`src/rtl/id_ex_stage.sv`:
```
// id_ex_stage: ID/EX pipeline register with load-use hazard detection,
// bubble insertion and a saturating count of inserted bubbles.
//
// Ports:
//   clk, rst_n         clock, asynchronous active-low reset
//   stall_i            global memory stall, freezes all state
//   flush_i            taken branch/jump in EX, squashes the ID instruction
//   id_*               decoded ID-stage instruction fields and datapath values
//   ex_*               registered EX-stage copies of the ID fields
//   if_id_hold         combinational load-use request to hold IF and IF/ID
//   bubble_cnt         saturating count of load-use bubbles inserted

package id_ex_pkg;

    typedef logic [4:0] rv32i_reg;

    typedef struct packed {
        logic        valid;
        rv32i_reg    rs1;
        rv32i_reg    rs2;
        rv32i_reg    rd;
        logic        is_load;
        logic        regwrite;
        logic [31:0] pc;
        logic [31:0] rs1_data;
        logic [31:0] rs2_data;
        logic [31:0] imm;
        logic [15:0] ctrl;
    } id_ex_t;

    localparam id_ex_t BUBBLE = '0;

    localparam logic [15:0] CNT_MAX = 16'hFFFF;

endpackage

module id_ex_stage
    import id_ex_pkg::*;
(
    input  logic        clk,
    input  logic        rst_n,
    input  logic        stall_i,
    input  logic        flush_i,
    input  logic        id_valid,
    input  logic [4:0]  id_rs1,
    input  logic [4:0]  id_rs2,
    input  logic [4:0]  id_rd,
    input  logic        id_uses_rs1,
    input  logic        id_uses_rs2,
    input  logic        id_is_load,
    input  logic        id_regwrite,
    input  logic [31:0] id_pc,
    input  logic [31:0] id_rs1_data,
    input  logic [31:0] id_rs2_data,
    input  logic [31:0] id_imm,
    input  logic [15:0] id_ctrl,
    output logic        ex_valid,
    output logic [4:0]  ex_rs1,
    output logic [4:0]  ex_rs2,
    output logic [4:0]  ex_rd,
    output logic        ex_is_load,
    output logic        ex_regwrite,
    output logic [31:0] ex_pc,
    output logic [31:0] ex_rs1_data,
    output logic [31:0] ex_rs2_data,
    output logic [31:0] ex_imm,
    output logic [15:0] ex_ctrl,
    output logic        if_id_hold,
    output logic [15:0] bubble_cnt
);

    id_ex_t      ex_q;
    id_ex_t      ex_d;
    id_ex_t      capture;
    logic [15:0] bubble_q;
    logic [15:0] bubble_d;

    logic rs1_hit;
    logic rs2_hit;
    logic hazard;

    logic sel_stall;
    logic sel_flush;
    logic sel_bubble;
    logic sel_capture;

    // Load-use: the EX load's result is not ready for an ID reader.
    // x0 as a load destination never creates a dependency.
    always_comb begin
        rs1_hit = id_uses_rs1 & (id_rs1 == ex_q.rd);
        rs2_hit = id_uses_rs2 & (id_rs2 == ex_q.rd);
        hazard  = ex_q.valid
                & ex_q.is_load
                & (ex_q.rd != 5'd0)
                & id_valid
                & (rs1_hit | rs2_hit);
    end

    // A flush squashes the dependent instruction, so no hold is needed.
    assign if_id_hold = hazard & ~flush_i;

    // One-hot edge action, priority stall > flush > hazard > capture.
    always_comb begin
        sel_stall   = stall_i;
        sel_flush   = ~stall_i & flush_i;
        sel_bubble  = ~stall_i & ~flush_i & hazard;
        sel_capture = ~stall_i & ~flush_i & ~hazard;
    end

    // Unused sources are zeroed so they never match in forwarding.
    // An invalid slot must not look like a writer or a load.
    always_comb begin
        capture          = BUBBLE;
        capture.valid    = id_valid;
        capture.rs1      = id_uses_rs1 ? id_rs1 : 5'd0;
        capture.rs2      = id_uses_rs2 ? id_rs2 : 5'd0;
        capture.rd       = id_valid ? id_rd : 5'd0;
        capture.is_load  = id_valid & id_is_load;
        capture.regwrite = id_valid & id_regwrite;
        capture.pc       = id_pc;
        capture.rs1_data = id_rs1_data;
        capture.rs2_data = id_rs2_data;
        capture.imm      = id_imm;
        capture.ctrl     = id_ctrl;
    end

    always_comb begin
        ex_d     = ex_q;
        bubble_d = bubble_q;
        unique case (1'b1)
            sel_stall: begin
                ex_d     = ex_q;
                bubble_d = bubble_q;
            end
            sel_flush: begin
                ex_d = BUBBLE;
            end
            sel_bubble: begin
                ex_d = BUBBLE;
                if (bubble_q != CNT_MAX) begin
                    bubble_d = bubble_q + 16'd1;
                end
            end
            sel_capture: begin
                ex_d = capture;
            end
            default: begin
                ex_d     = ex_q;
                bubble_d = bubble_q;
            end
        endcase
    end

    always_ff @(posedge clk or negedge rst_n) begin
        if (!rst_n) begin
            ex_q     <= BUBBLE;
            bubble_q <= 16'd0;
        end else begin
            ex_q     <= ex_d;
            bubble_q <= bubble_d;
        end
    end

    assign ex_valid    = ex_q.valid;
    assign ex_rs1      = ex_q.rs1;
    assign ex_rs2      = ex_q.rs2;
    assign ex_rd       = ex_q.rd;
    assign ex_is_load  = ex_q.is_load;
    assign ex_regwrite = ex_q.regwrite;
    assign ex_pc       = ex_q.pc;
    assign ex_rs1_data = ex_q.rs1_data;
    assign ex_rs2_data = ex_q.rs2_data;
    assign ex_imm      = ex_q.imm;
    assign ex_ctrl     = ex_q.ctrl;
    assign bubble_cnt  = bubble_q;

endmodule

```
`config.mk`:
```
export PLATFORM = sky130hd
export DESIGN_NAME = id_ex_stage
export DESIGN_NICKNAME = d
export VERILOG_FILES = /design/src/rtl/id_ex_stage.sv
export SDC_FILE = /design/constraint.sdc
export NUM_CORES = 1
export LEC_CHECK = 0
export ABC_AREA = 1
export CAP_MARGIN = 20
export CELL_PAD_IN_SITES_DETAIL_PLACEMENT = 1
export CELL_PAD_IN_SITES_GLOBAL_PLACEMENT = 2
export CORE_ASPECT_RATIO = 1.75
export CORE_MARGIN = 2
export CORE_UTILIZATION = 35
export CTS_CLUSTER_SIZE = 8
export DETAILED_ROUTE_END_ITERATION = 8
export DONT_BUFFER_PORTS = 1
export HOLD_SLACK_MARGIN = 0.03
export PLACE_DENSITY_LB_ADDON = 0.1
export SLEW_MARGIN = 5
export SYNTH_ARGS = -nofsm -noshare
export SYNTH_HDL_FRONTEND = slang
export SYNTH_SLANG_ARGS = --single-unit
```
`constraint.sdc`:
```
create_clock -name clk -period 2.1 [get_ports clk]
set_input_delay 0.21 -clock clk [delete_from_list [all_inputs] [get_ports clk]]
set_output_delay 0.21 -clock clk [all_outputs]
set_load 0.02 [all_outputs]
```
**Word level (Yosys, flattened, before mapping)**

Index checks and enable logic that the tools add are counted.
Widths: inputs -> output; s select.

- Memory bits (read-only): 0
- Bits in latches: 0
- Word-level logic and storage cells: 41
- Bits of input ports: 168
- RAM bits: 0
- Memories kept: 0
- Bits in registers: 178

- Add/subtract/negate cells: 1
- Order comparisons: 0
- Shifts and indexed selects: 0
- Multipliers: 0
- Equal/unequal tests: 3
- Reduce and logical (&&, ||, !) cells: 4
- Div/mod/pow operators: 0
- Multiplexer cells: 4
- Bitwise operators: 17

Operators with widths:

| operator | number |
|---|---|
| $pmux 162 s2 | 1 |
| $add 16x1->16 const B | 1 |
| $ne 16x16->1 const B | 1 |
| $mux 5 | 3 |
| $and 1x1->1 | 13 |
| $eq 5x5->1 | 2 |
| $reduce_bool 5->1 | 1 |
| $not 1->1 | 3 |
| $reduce_and 2->1 | 1 |
| $reduce_bool 2->1 | 1 |
| $reduce_or 2->1 | 1 |
| $or 1x1->1 | 1 |

**Depth between registers and ports, before layout**

- Word-level depth: 7
- Mapped depth: 11

**Least setup slack after synthesis**

Ideal clock, no wire load.

- Path kind: register to output
- Start: register ex_q (netlist bit ex_rd[0])
- End: output port if_id_hold
- Stages on the path, launching flop included: 11
- Data arrival time: 1,611 ps
- Data required time: 1,890 ps
- Path slack: 279 ps
- Path through: dfrtp_1 > inv_1 > nand2_1 > nand2_1 > nor2_1 > nand3_1 > nand2_2 > nand2_2 > buf_6 > buf_6 > nor2_1

- Cells in the longest elaborated chain, start to end: 5

RTL lines:

| element | RTL line | source |
|---|---|---|
| start: declaration | 72 | `id_ex_t ex_q;` |
| start signal: assignment | 156 | `ex_q <= BUBBLE;` |
| start signal: assignment | 159 | `ex_q <= ex_d;` |
| $eq 5x5->1 (tied with other cells) | 90 | `rs1_hit = id_uses_rs1 & (id_rs1 == ex_q.rd);` |
| $and 1x1->1 (on tied branches) | 90, 91, 94 |  |
| $or 1x1->1 or $and 1x1->1 (tied branches) | 96, 95 |  |
| $and 1x1->1 * | 96 | `& (rs1_hit \| rs2_hit);` |
| $and 1x1->1 * | 100 | `assign if_id_hold = hazard & ~flush_i;` |
| end: declaration | 68 | `output logic if_id_hold,` |

Mark *: on every way between the ends. The rest lies on a longest branch, timed or not.

**Final worst setup path**

- Start: register ex_q (netlist bit ex_rd[3])
- End: register ex_q (netlist bit ex_imm[11])

- Cells in the longest elaborated chain, start to end: 7

RTL lines:

| element | RTL line |
|---|---|
| $eq 5x5->1 (tied with other cells) | 90 |
| $and 1x1->1 (on tied branches) | 90, 91, 94 |
| $or 1x1->1 or $and 1x1->1 (tied branches) | 96, 95 |
| $and 1x1->1 * | 96 |
| $and 1x1->1 or $not 1->1 (tied branches) | 106, 107 |
| $reduce_or 2->1 (no line) or $and 1x1->1 (tied branches) | - |
| $pmux 162 s2 or $reduce_bool 2->1 (tied branches) | - |

Marks and branches as above.
A chain may end at the register's enable or synchronous reset.

==> flow_summary.ini <==
[run_status]
outcome = complete, but fails checks
violations = hold timing

[setup_path]
cpMaxStageDelayCell = dlygate4sd3_1
crit_start = ex_rd[3]$_DFFE_PN0P_
cp_common_cell = nand2_1
reg2reg_depth = 11
endpoint_kind = register
r2r_slack_ns = 0.03
startpoint_type = register
cp.depth = 11
path_buf_inv = 3
endpoint = ex_imm[11]$_DFFE_PN0P_
r2r_end = ex_imm[11]$_DFFE_PN0P_
crit_family = buffers and inverters
crit_fanout = 7
cp_cell_sequence = inv_2, nand2_1, nand2_1, nor2_1, nand3_1, nand2_4, buf_8, nand2_4, nand3_2, nand2_1, dlygate4sd3_1
cp_data_required_time_ns = 2.41
crit_type = register to register
worstPathArrival_ns = 2.38
max_stage_delay_ns = 0.56
timing.rr.start = ex_rd[3]$_DFFE_PN0P_

[global_routing]
top_usage_layer = met2
antenna_found_initial = 0
use_met1_pct = 24.6
grt_util_all_layers_pct = 23.8
grt_util_met2_pct = 42.2
grt_pass1_vias = 7753
grt_max_degree = 179
grt_pass1_wl_mm = 42.0
grt.overflow.total = 0
grtUsageMet3_pct = 7.49

[min_path]
hp-class = primary input to asynchronous set/reset pin

[clocking]
cts_tree = done
h-tree-depth = 4
clk_pin_slew_ns = 0.07
clk_path_buf_depth = 2
clk_latency_ns = 0.43
cts_sinks = 178
cts_inserted_buffers = 17
cts-root-buf = clkbuf_16

[power_and_ir_drop]
pwr_density_cell_mw_per_mm2 = 739
ir_drop_mv = 0.435
power_leakage_nw = 5.41

[route]
num_vias = 7038
detail-route-antenna-nets = 0
wl_per_cell_um = 19.7
initialDrtViolationCount = 307
drc = 0
first_pass_iters = 4
finalWirelength_mm = 27.8
viasPerCell = 5.00

[sta]
max_freq_ghz = 0.484
whs_ns = -0.531
hold_viol_final = 178
setup_viol = 0
finalMaxSlewViolations = 0
skew_ns = 0.00856
worst_pin_slew_ns = 0.538
finalCriticalPeriod_ns = 2.07
rsz0062_at_grt = true
fin_crit_sh_pct = 98.4
slew_headroom_pct = 64.2
setup_ws_ns = 0.0327

[layout]
fin_cells = 1409
final_area_mm2 = 0.0109
fin_nets = 1272
area_delta_synth_final_pct = 42.2
final_common_cell = nand2_1
drive_above_1_share_pct = 8.15
layout_common_cells = 409 x nand2_1, 222 x dlygate4sd3_1, 178 x dfrtp_1, 147 x nand3_1, 24 x buf_4
final_util_pct = 50.5

[floorplanning]
dieArea_mm2 = 0.0231
start_util_pct = 35.5
dieWidth_um = 116
top_level_ports = 347
rows = 71
core-area_mm2 = 0.0215
die_h_um = 199

[synthesis]
synthCells = 883
synth_top_family_by_area = simple AND/OR/NAND/NOR gates
synthArstFlopShare_pct = 100
seq_area_frac_synth_pct = 58.4
synthSimpleGateAreaFrac_pct = 32.9
synthAdderAreaFrac_pct = 0.164
netlist_area_mm2 = 0.00763
synth_nets = 1052
synth-xor-area-share_pct = 1.61
synth_mux_area_share_pct = 0
synth_edf_count = 0
synth-compound-area-share_pct = 1.29
synth_area_per_cell_um2 = 8.65
synth_cell_types = 26
synth-main-ff-cell = dfrtp_1
synth_warnings = 0
ys_ff_latch = 178

[place]
io_buffers = 0
placed_cell_area_mm2 = 0.00786
dp_worst_setup_slack_ns = 0.194
routabilityCongestion = 0.778
place_hpwl_mm = 16.5
placed_cells = 1142

[run]
drv_cap = 0
## worst reg2reg max path: stages (launching register included)
cell	delay [ns]
dfrtp_1	0.42
inv_2	0.08
nand2_1	0.06
nand2_1	0.04
nor2_1	0.13
nand3_1	0.14
nand2_4	0.13
buf_8	0.14
nand2_4	0.10
nand3_2	0.10
nand2_1	0.06
dlygate4sd3_1	0.56
## synth_stat cells (2+ instances only)
master	n	area (um^2)
o21ai_0	11	55.1
clkbuf_1	26	97.6
xnor2_1	6	52.6
nor2_4	3	33.8
xor2_1	8	70.1
o22ai_1	5	31.3
nand3_2	2	20.0
buf_6	17	191
nor2_1	18	67.6
dfrtp_1	178	4450
nand2_1	409	1540
buf_2	9	45.0
nand2_2	5	31.3
inv_2	5	18.8
nand3_1	155	776
inv_1	16	60.1
## worst min-delay path by stage
stage	start	cells after the start	endpoint
2_1_floorplan	rst_n	0	bubble_cnt[0]$_DFFE_PN0P_
3_3_place_gp	rst_n	0	ex_imm[9]$_DFFE_PN0P_
3_5_place_dp	rst_n	0	ex_imm[9]$_DFFE_PN0P_
4_1_cts	rst_n	0	ex_rs2[3]$_DFFE_PN0P_
5_1_grt	rst_n	0	ex_imm[19]$_DFFE_PN0P_
6_report	rst_n	0	ex_imm[13]$_DFFE_PN0P_
## timing repair
action	CTS	global route
pin swaps	2	5
hold endpoints to repair	340	179
setup endpoints to repair	1	11
gates resized for setup	3	17
gates cloned	1	1
buffers inserted	1	7
hold buffers	224	1
## per-stage QoR
step,total power [mW],setup TNS [ns]
2_1_floorplan,4.47,0
3_3_place_gp,4.57,0
3_5_place_dp,4.59,0
4_1_cts,8.09,0
5_1_grt,8.36,-0.243
6_report,8.02,0
## cell type report
class                   count  area (um^2)
diodes                      1         2.50
repair buffers            253         2540
multi-input cells         632         2850
clock inverters             9         81.3
clock buffers              23          478
flip-flops and latches    178         4450
fillers                  2498        10600
well taps                 292          365
inverters                  21         78.8
## sequential cells by signal, indices dropped and copies added (netlist names)
signal,count
ex_imm,32
ex_pc,32
ex_rs1_data,32
ex_rs2_data,32
bubble_cnt,16
ex_ctrl,16
ex_rd,5
ex_rs1,5
ex_rs2,5
ex_is_load,1
ex_regwrite,1
ex_valid,1
## cells by family (layout without fill, tap and decap cells)
kind of cell | after synthesis | count (layout)
buf+inv | 75 | 306
other cells | 0 | 1
simple gates | 597 | 599
compound gates | 18 | 18
fa+ha+maj | 1 | 1
flops | 178 | 178
xor+xnor | 14 | 14
## per-layer routing
| layer | part of all wire [%] | wire length, um | up-vias |
|---|---|---|---|
| met5 | 0 | 0 | - |
| met4 | 4.7 | 1310 | 0 |
| met3 | 7.3 | 2020 | 67 |
| met2 | 53 | 14800 | 271 |
| met1 | 35 | 9660 | 3469 |
| li1 | - | - | 3231 |
## power breakdown
part | switching (mW) | leakage (nW) | internal (mW)
Combinational | 0.362 | 2.80 | 0.444
Clock | 1.33 | 0.269 | 1.72
Sequential | 0.503 | 2.34 | 3.66
Total | 2.19 | 5.41 | 5.83
Note: power is estimated with default switching activity, not from simulation.
